$ cat src/rtl/hb_up2_mc.sv
// hb_up2_mc: time-multiplexed multi-channel half-band interpolate-by-2 filter.
// Each accepted sample yields a {center, filtered-midpoint} pair five cycles later.
module hb_up2_mc #(
  parameter int XIN_WIDTH      = 16,
  parameter int COE_WIDTH      = 16,
  parameter int NUM_UNIQUE_COE = 3,
  parameter logic signed [COE_WIDTH-1:0] COE_NUMS [NUM_UNIQUE_COE] =
    '{COE_WIDTH'(1277), COE_WIDTH'(-4710), COE_WIDTH'(20014)},
  parameter int YOUT_WIDTH     = 16,
  parameter int SRA_BITS       = 15,
  parameter int NUM_CH         = 4,
  parameter int ROUND_MODE     = 1,
  localparam int CH_W          = (NUM_CH > 1) ? $clog2(NUM_CH) : 1
) (
  input  logic                         clk,
  input  logic                         rst,
  input  logic signed [XIN_WIDTH-1:0]  xin,
  input  logic                         xin_valid,
  input  logic                         xin_first,
  output logic signed [YOUT_WIDTH-1:0] yout0,
  output logic signed [YOUT_WIDTH-1:0] yout1,
  output logic                         yout_valid,
  output logic [CH_W-1:0]              yout_ch,
  output logic                         ovf,
  output logic                         ovf_sticky,
  input  logic                         ovf_clr
);

  localparam int K      = NUM_UNIQUE_COE;
  localparam int NTAP   = 2 * K;
  localparam int PRE_W  = XIN_WIDTH + 1;
  localparam int PROD_W = PRE_W + COE_WIDTH;
  localparam int SUM_W  = PROD_W + $clog2(K);
  localparam int RND_W  = SUM_W + 1;
  localparam logic signed [RND_W-1:0] RND_C =
    (ROUND_MODE != 0) ? RND_W'((64'd1 << SRA_BITS) >> 1) : '0;
  localparam logic signed [RND_W-1:0] Y_MAX = {{(RND_W-YOUT_WIDTH+1){1'b0}}, {(YOUT_WIDTH-1){1'b1}}};
  localparam logic signed [RND_W-1:0] Y_MIN = {{(RND_W-YOUT_WIDTH+1){1'b1}}, {(YOUT_WIDTH-1){1'b0}}};

  logic [CH_W-1:0]              r_ch, w_ch;
  logic [CH_W-1:0]              r0_ch, r1_ch, r2_ch, r3_ch, r4_ch;
  logic                         r0_v, r1_v, r2_v, r3_v, r4_v;
  logic signed [XIN_WIDTH-1:0]  r_hist [NUM_CH][NTAP-1];
  logic signed [XIN_WIDTH-1:0]  r0_d [NTAP];
  logic signed [XIN_WIDTH-1:0]  r1_ctr, r2_ctr, r3_ctr;
  logic signed [PRE_W-1:0]      w_pre [K];
  logic signed [PRE_W-1:0]      r1_pre [K];
  logic signed [PROD_W-1:0]     w_prod [K];
  logic signed [PROD_W-1:0]     r2_prod [K];
  logic signed [SUM_W-1:0]      w_sum, r3_sum;
  logic signed [RND_W-1:0]      w_rnd, w_shr;
  logic signed [YOUT_WIDTH-1:0] w_y0, w_y1, r4_y0, r4_y1;
  logic                         w_ovf, r4_ovf;

  // xin_first forces channel 0 and the counter resumes from there
  assign w_ch = xin_first ? '0 : r_ch;

  always_ff @(posedge clk or posedge rst) begin
    if (rst) begin
      r_ch <= '0;
    end else if (xin_valid) begin
      r_ch <= (w_ch == CH_W'(NUM_CH - 1)) ? '0 : w_ch + CH_W'(1);
    end
  end

  // S0: tap vector from the channel history; history written back the same cycle
  always_ff @(posedge clk or posedge rst) begin
    if (rst) begin
      for (int c = 0; c < NUM_CH; c++)
        for (int j = 0; j < NTAP - 1; j++) r_hist[c][j] <= '0;
      for (int j = 0; j < NTAP; j++) r0_d[j] <= '0;
      r0_v  <= 1'b0;
      r0_ch <= '0;
    end else begin
      r0_v    <= xin_valid;
      r0_ch   <= w_ch;
      r0_d[0] <= xin;
      for (int j = 1; j < NTAP; j++) r0_d[j] <= r_hist[w_ch][j-1];
      if (xin_valid) begin
        r_hist[w_ch][0] <= xin;
        for (int j = 1; j < NTAP - 1; j++) r_hist[w_ch][j] <= r_hist[w_ch][j-1];
      end
    end
  end

  generate
    for (genvar gi = 0; gi < K; gi++) begin : g_tap
      assign w_pre[gi]  = PRE_W'(r0_d[gi]) + PRE_W'(r0_d[NTAP-1-gi]);
      assign w_prod[gi] = PROD_W'(r1_pre[gi]) * PROD_W'(COE_NUMS[gi]);
    end
  endgenerate

  always_comb begin
    w_sum = '0;
    for (int k = 0; k < K; k++) w_sum = w_sum + SUM_W'(r2_prod[k]);
  end

  always_comb begin
    w_rnd = RND_W'(r3_sum) + RND_C;
    w_shr = w_rnd >>> SRA_BITS;
    w_y1  = w_shr[YOUT_WIDTH-1:0];
    w_ovf = 1'b0;
    if (w_shr > Y_MAX) begin
      w_y1  = Y_MAX[YOUT_WIDTH-1:0];
      w_ovf = 1'b1;
    end else if (w_shr < Y_MIN) begin
      w_y1  = Y_MIN[YOUT_WIDTH-1:0];
      w_ovf = 1'b1;
    end
    w_y0 = YOUT_WIDTH'(r3_ctr) <<< (YOUT_WIDTH - XIN_WIDTH);
  end

  // S1 pre-add, S2 multiply, S3 sum, S4 round/saturate
  always_ff @(posedge clk or posedge rst) begin
    if (rst) begin
      for (int k = 0; k < K; k++) begin
        r1_pre[k]  <= '0;
        r2_prod[k] <= '0;
      end
      {r1_v, r2_v, r3_v, r4_v}     <= '0;
      {r1_ch, r2_ch, r3_ch, r4_ch} <= '0;
      {r1_ctr, r2_ctr, r3_ctr}     <= '0;
      r3_sum <= '0;
      r4_y0  <= '0;
      r4_y1  <= '0;
      r4_ovf <= 1'b0;
    end else begin
      for (int k = 0; k < K; k++) begin
        r1_pre[k]  <= w_pre[k];
        r2_prod[k] <= w_prod[k];
      end
      {r1_v, r2_v, r3_v, r4_v}     <= {r0_v, r1_v, r2_v, r3_v};
      {r1_ch, r2_ch, r3_ch, r4_ch} <= {r0_ch, r1_ch, r2_ch, r3_ch};
      {r1_ctr, r2_ctr, r3_ctr}     <= {r0_d[K], r1_ctr, r2_ctr};
      r3_sum <= w_sum;
      r4_y0  <= w_y0;
      r4_y1  <= w_y1;
      r4_ovf <= w_ovf;
    end
  end

  // Output register holds its value between pairs; a new overflow beats a clear
  always_ff @(posedge clk or posedge rst) begin
    if (rst) begin
      yout0      <= '0;
      yout1      <= '0;
      yout_valid <= 1'b0;
      yout_ch    <= '0;
      ovf        <= 1'b0;
      ovf_sticky <= 1'b0;
    end else begin
      yout_valid <= r4_v;
      if (r4_v) begin
        yout0   <= r4_y0;
        yout1   <= r4_y1;
        yout_ch <= r4_ch;
        ovf     <= r4_ovf;
      end
      if (r4_v && r4_ovf) ovf_sticky <= 1'b1;
      else if (ovf_clr)   ovf_sticky <= 1'b0;
    end
  end

endmodule

$ cat config.mk
export PLATFORM = sky130hd
export DESIGN_NAME = hb_up2_mc
export DESIGN_NICKNAME = d
export VERILOG_FILES = /design/src/rtl/hb_up2_mc.sv
export SDC_FILE = /design/constraint.sdc
export NUM_CORES = 2
export LEC_CHECK = 0
export ABC_AREA = 1
export BUFFER_PORTS_ARGS = -buffer_cell sky130_fd_sc_hd__buf_2
export CORE_ASPECT_RATIO = 1.4
export CORE_UTILIZATION = 60
export CTS_BUF_LIST = sky130_fd_sc_hd__clkbuf_16
export CTS_CLUSTER_SIZE = 20
export DETAILED_ROUTE_END_ITERATION = 10
export PLACE_DENSITY = 0.85
export SYNTH_ARGS = -nofsm -noshare
export SYNTH_HDL_FRONTEND = slang
export SYNTH_SLANG_ARGS = --single-unit
export TNS_END_PERCENT = 10
$ cat constraint.sdc
create_clock -name clk -period 34.8 [get_ports clk]
set_clock_uncertainty 0.15 [all_clocks]
set_input_delay 3.48 -clock clk [delete_from_list [all_inputs] [get_ports clk]]
set_output_delay 3.48 -clock clk [all_outputs]
set_load 0.005 [all_outputs]
Yosys cells after proc, flatten, opt, wreduce, memory -nomap -nowiden
Cells that the tools add are included.
{"block": "op_classes", "add_sub_neg": 7, "eq_ne": 1, "multipliers": 3, "bitwise": 1, "mux": 26, "magnitude_cmp": 4, "n_reduce_logical": 3}
{"op": "320-bit bitwise mux", "n": 5}
{"op": "80-bit demux with 2-bit select", "n": 5}
{"op": "80-bit 2-to-1 mux", "n": 3}
{"op": "80-bit binary-select mux with 2-bit select", "n": 1}
{"op": "64-bit 2-to-1 mux", "n": 1}
{"op": "16-bit by 16-bit adder with 17-bit output", "n": 3}
{"op": "16-bit 2-to-1 mux", "n": 3}
{"op": "48-bit 2-to-1 mux", "n": 1}
{"op": "34-bit by 16-bit adder with 35-bit output (second input constant)", "n": 1}
{"op": "32-bit by 33-bit adder with 34-bit output", "n": 1}
{"op": "29-bit by 31-bit adder with 32-bit output", "n": 1}
{"op": "17-bit by 15-bit multiplier with 32-bit output (second input constant)", "n": 1}
{"op": "32-bit 2-to-1 mux", "n": 1}
{"op": "17-bit by 13-bit multiplier with 30-bit output (second input constant)", "n": 1}
{"op": "17-bit by 12-bit multiplier with 29-bit output (second input constant)", "n": 1}
{"op": "21-bit by 16-bit greater-than comparator with 1-bit output (second input constant)", "n": 1}
{"op": "21-bit by 16-bit less-than comparator with 1-bit output (second input constant)", "n": 1}
{"op": "1-bit 2-to-1 mux", "n": 4}
{"op": "2-bit 2-to-1 mux", "n": 2}
{"op": "3-bit greater-or-equal comparator (second input constant)", "n": 1}
{"op": "3-bit by 1-bit less-than comparator with 1-bit output (second input constant)", "n": 1}
{"op": "2-bit inverter with 3-bit output", "n": 1}
{"op": "2-bit by 1-bit adder with 2-bit output (second input constant)", "n": 1}
{"op": "2-bit == test (second input constant)", "n": 1}
{"op": "2 further kinds", "n": 3}
{"block": "word_totals", "input_bits": 21, "word_cells": 101, "output_inout_bits": 37, "regBits": 727}

Longest topological paths before layout
{"block": "logic_depth", "depth_word": 11, "depth_mapped": 23, "ltp_nobuf": 23}

Least setup slack after synthesis
Ideal clock, no wire load.
{"block": "synth_path", "kind": "input port to flip-flop", "startpoint": "in xin_first", "endpoint": "reg r_hist[111] (netlist bit)", "path_buffers": 4, "path_slack_ns": 29.288, "setup_ns": 0.135, "required_time_ns": 34.515, "cell_stages": 9, "arrival_ns": 5.227, "path_cell_list": "nor2_2 inv_2 clkbuf_1 buf_1 ha_1 nand2_1 clkbuf_1 clkbuf_1 o21ai_0"}
{"block": "synth_between", "elab_chain_len": 9, "word_cells_on_any_way": 19, "classes_between": "2 x order compare; 15 x mux; 1 x bitwise; 1 x reduce/logical"}
{"element": "start: declaration", "line": "19", "rtl": "input logic xin_first,"}
{"element": "2-bit 2-to-1 mux *", "line": "56", "rtl": "assign w_ch = xin_first ? '0 : r_ch;"}
{"element": "2-bit inverter with 3-bit output (implied by the code) *", "line": "80, 81"}
{"element": "80-bit binary-select mux with 2-bit select", "line": "81", "rtl": "for (int j = 1; j < NTAP - 1; j++) r_hist[w_ch][j] <= r_hist[w_ch][j-1];"}
{"element": "80-bit 2-to-1 mux (implied by the code) (2 in a row)", "line": "81"}
{"element": "320-bit bitwise mux (3 in a row)", "line": "81"}
{"element": "320-bit bitwise mux *", "line": "81"}
{"element": "end signal: indexed assignment", "line": "80", "rtl": "r_hist[w_ch][0] <= xin;"}
{"element": "end: declaration", "line": "43", "rtl": "logic signed [XIN_WIDTH-1:0] r_hist [NUM_CH][NTAP-1];"}
Mark *: on every way between the ends. The rest lies on a longest branch, timed or not. The select of a mux whose other input is x is not followed.
A chain may end at the register's enable or synchronous reset.

Final worst setup path
{"block": "layout_path", "startpoint": "in xin_first", "endpoint": "reg r_hist[279] (netlist bit)"}
{"block": "layout_between", "elab_chain_len": 9, "word_cells_on_any_way": 19, "classes_between": "2 x order compare; 15 x mux; 1 x bitwise; 1 x reduce/logical"}
{"element": "2-bit 2-to-1 mux *", "line": "56"}
{"element": "2-bit inverter with 3-bit output (implied by the code) *", "line": "80, 81"}
{"element": "3-bit greater-or-equal comparator (implied by the code) (tied with other cells)", "line": "81"}
{"element": "1-bit logical AND (implied by the code) / 80-bit 2-to-1 mux (equally long branches)", "line": "81"}
{"element": "48-bit 2-to-1 mux (implied by the code) / 80-bit 2-to-1 mux (equally long branches)", "line": "81"}
{"element": "80-bit demux with 2-bit select / 320-bit bitwise mux (equally long branches)", "line": "81"}
{"element": "320-bit bitwise mux (2 in a row)", "line": "81"}
{"element": "320-bit bitwise mux *", "line": "81"}
Marks and branches as above.

==> metrics.md <==
| Metric | Value |
|---|---|
| Worst R2R Setup Slack | `28.51 ns` |
| Setup Buffers After CTS | `0` |
| CP max stage cell | `clkinv_2` |
| Endpoint type of the worst setup path | `register` |
| Yosys top cell area share | `0.397` |
| I/O pins | `58` |
| Post-route ant nets | `0` |
| Post-CTS sizing | `0` |
| Setup Viol. Count Final | `0` |
| Mapped cell area | `0.0449 mm²` |
| Seq cells post-synth | `712` |
| Syn-to-layout area delta | `7.77%` |
| Setup CP Type | `in2reg` |
| Most Frequent Cell on Critical Path | `buf_4` |
| Global-route wire length before repair | `178,000 µm` |
| Worst rel slew slack | `0.301` |
| Fin area | `0.0484 mm²` |
| Synth Flop Type | `dfrtp_1` |
| Die Width | `233 µm` |
| Initial antenna violation count | `0` |
| Final Wtd Congestion | `0.969` |
| Max-cap violations | `0` |
| Clock transition at path regs | `0.07 ns` |
| CORE AREA | `0.0740 mm²` |
| Total global routing overflow | `0` |
| Vias in the first global route | `34,856` |
| Crit-path max cell delay | `0.79 ns` |
| CTS tree | `yes` |
| Startpoint Class | `input port` |
| Max Buffers Root-to-Sink | `3` |
| HP Class | `reg2reg` |
| Crit-path max FO | `165` |
| Vias | `33,493` |
| Hpwl dp | `80,000 µm` |
| Final Hold Vio Count | `0` |
| FFs w/ async S/R, synth | `1.00` |
| Net Count, Synth | `5,649` |
| Outcome | `finished, final reports clean` |
| DR WL/cell | `18.5 µm` |
| Port bufs | `57` |
| Vias/cell | `5.67` |
| Syn avg cell area | `9.21 µm²` |
| YS warnings | `0` |
| Worst-case reg-to-reg path depth | `20` |
| Initial Util | `0.607` |
| Min cycle time layout | `7.31 ns` |
| Levels on crit path | `9` |
| Worst Max-Slew Pin Slew | `1.05 ns` |
| Post-synth EDFFs | `0` |
| Ant. Diodes | `0` |
| CP Data Required Time | `35.11 ns` |
| Mapped Cells | `4,879` |
| DP Area | `0.0461 mm²` |
| Largest net degree at the start of global routing | `173` |
| H-tree depth | `3` |
| Die area | `0.0760 mm²` |
| Sequential area share after synthesis | `0.397` |
| DR iter-0 viols | `2,658` |
| Layout Nets | `5,666` |
| Inst Count DP | `5,785` |
| Post-synth top cells | `1,116 x nand2_1, 774 x inv_1, 712 x dfrtp_1, 458 x o21ai_0, 430 x ha_1` |
| Total GRT Usage | `0.299` |
| Area contributors post-synth | `dfrtp_1 40%, fa_1 14%, ha_1 12%` |
| Final TNS setup | `0 ns` |
| Crit path cell chain | `buf_2 > nor2_4 > buf_12 > clkinv_2 > buf_4 > ha_1 > nand2_4 > buf_4 > o21ai_0` |
| Final period util | `0.210` |
| Buf/Inv on CP | `5` |
| DRC | `0` |
| TritonCTS Buffers | `69` |
| Dominant cell type by area after synthesis | `dfrtp_1` |
| Yosys cell types | `43` |
| Die span in y | `326 µm` |
| Root buffer cell | `clkbuf_16` |
| Highest Clock Rate | `137 MHz` |
| Fin Hold WS | `0.185 ns` |
| Layout cell share with drive strength beyond 1 | `0.0501` |
| RSZ-0062 raised after global routing | `false` |
| Final Slew Violations | `0` |
| Post-CTS Hold Buffers | `0` |
| Total wire length | `109,000 µm` |
| Worst EP arrival | `7.62 ns` |
| Top delay family on crit path | `buffers and inverters` |
| Sink Count | `712` |
| Non-filler instance count after layout | `5,909` |
| Drt pass-1 iters | `6` |
| Worst skew pair latency | `0.65 ns` |
| Most common cell in the netlist | `nand2_1` |
| Row count | `118` |
| WHS Path Cells | `0` |
[layout by cell type (no fill, tap or decap), types with 11 or more instances in the layout]
cell and count:
nand2_1 1112, inv_1 782, dfrtp_1 711, o21ai_0 458, ha_1 430, fa_1 319, nor2_1 200, nand3_1 187
a21oi_1 171, o22ai_1 80, xor2_1 76, clkbuf_16 70, buf_2 57, xnor2_1 35, mux2_2 34, nor3_1 33
nand4_1 25, a21o_1 14, a31oi_1 12, clkinv_1 11, buf_4 11
[final cells by class]
| cell class | instances | area (µm²) |
|---|---|---|
| tap | 960 | 1200 |
| multi-input combinational | 3265 | 23800 |
| fill | 5518 | 25500 |
| clock inverter | 54 | 551 |
| inverter | 777 | 2930 |
| timing repair buffer | 71 | 428 |
| sequential | 712 | 17800 |
| clock buffer | 70 | 1750 |
[path summary, 6_finish.rpt]
path / start / endpoint
worst max-delay path: xin_first / r_hist[279]
worst min-delay path: r0_ch[1] / r1_ch[1]
worst max register to register: r1_pre[16] / r2_prod[24]
worst min register to register: r0_ch[1] / r1_ch[1]
max in group asynchronous: rst / r4_v
min in group asynchronous: rst / r0_d[62]
[state kept, by name, indices dropped and copies added (netlist names), 16 cells and up]
register / count
r0_d: 96
r1_ctr: 16
r1_pre: 51
r2_ctr: 16
r2_prod: 90
r3_ctr: 16
r3_sum: 20
r4_y0: 16
r4_y1: 16
r_hist: 320
yout0: 16
yout1: 16
[per-stage QoR]
stage,utilization,setup slack (ns)
after floorplan,-,11.20
after global placement,0.624,27.04
after detailed placement,0.624,26.91
after CTS,0.655,27.57
after global routing,0.655,27.19
final,0.655,27.49
[cells by family (layout without fill, tap and decap cells)]
family | Yosys count | in the layout | synth area share
buffers and inverters | 902 | 972 | 0.0759
multiplexers | 34 | 34 | 0.00852
adder cells (fa/ha/maj) | 749 | 749 | 0.262
flip-flops | 712 | 712 | 0.397
XOR/XNOR | 111 | 111 | 0.0216
AO/OA/AOI/OAI | 763 | 763 | 0.0903
AND/OR/NAND/NOR | 1608 | 1608 | 0.145
[per-layer routing]
| layer | global-route usage | vias to the layer above | wire length (µm) |
|---|---|---|---|
| met2 | 0.524 | 1130 | 56500 |
| met3 | 0.0298 | 341 | 4580 |
| met5 | 0 | - | 0 |
| met4 | 0.195 | 0 | 7770 |
| met1 | 0.345 | 16467 | 40600 |
| li1 | - | 15555 | - |
Power is not shown: default switching activity piles up to over one toggle a cycle in this logic, so the estimate is an artifact.
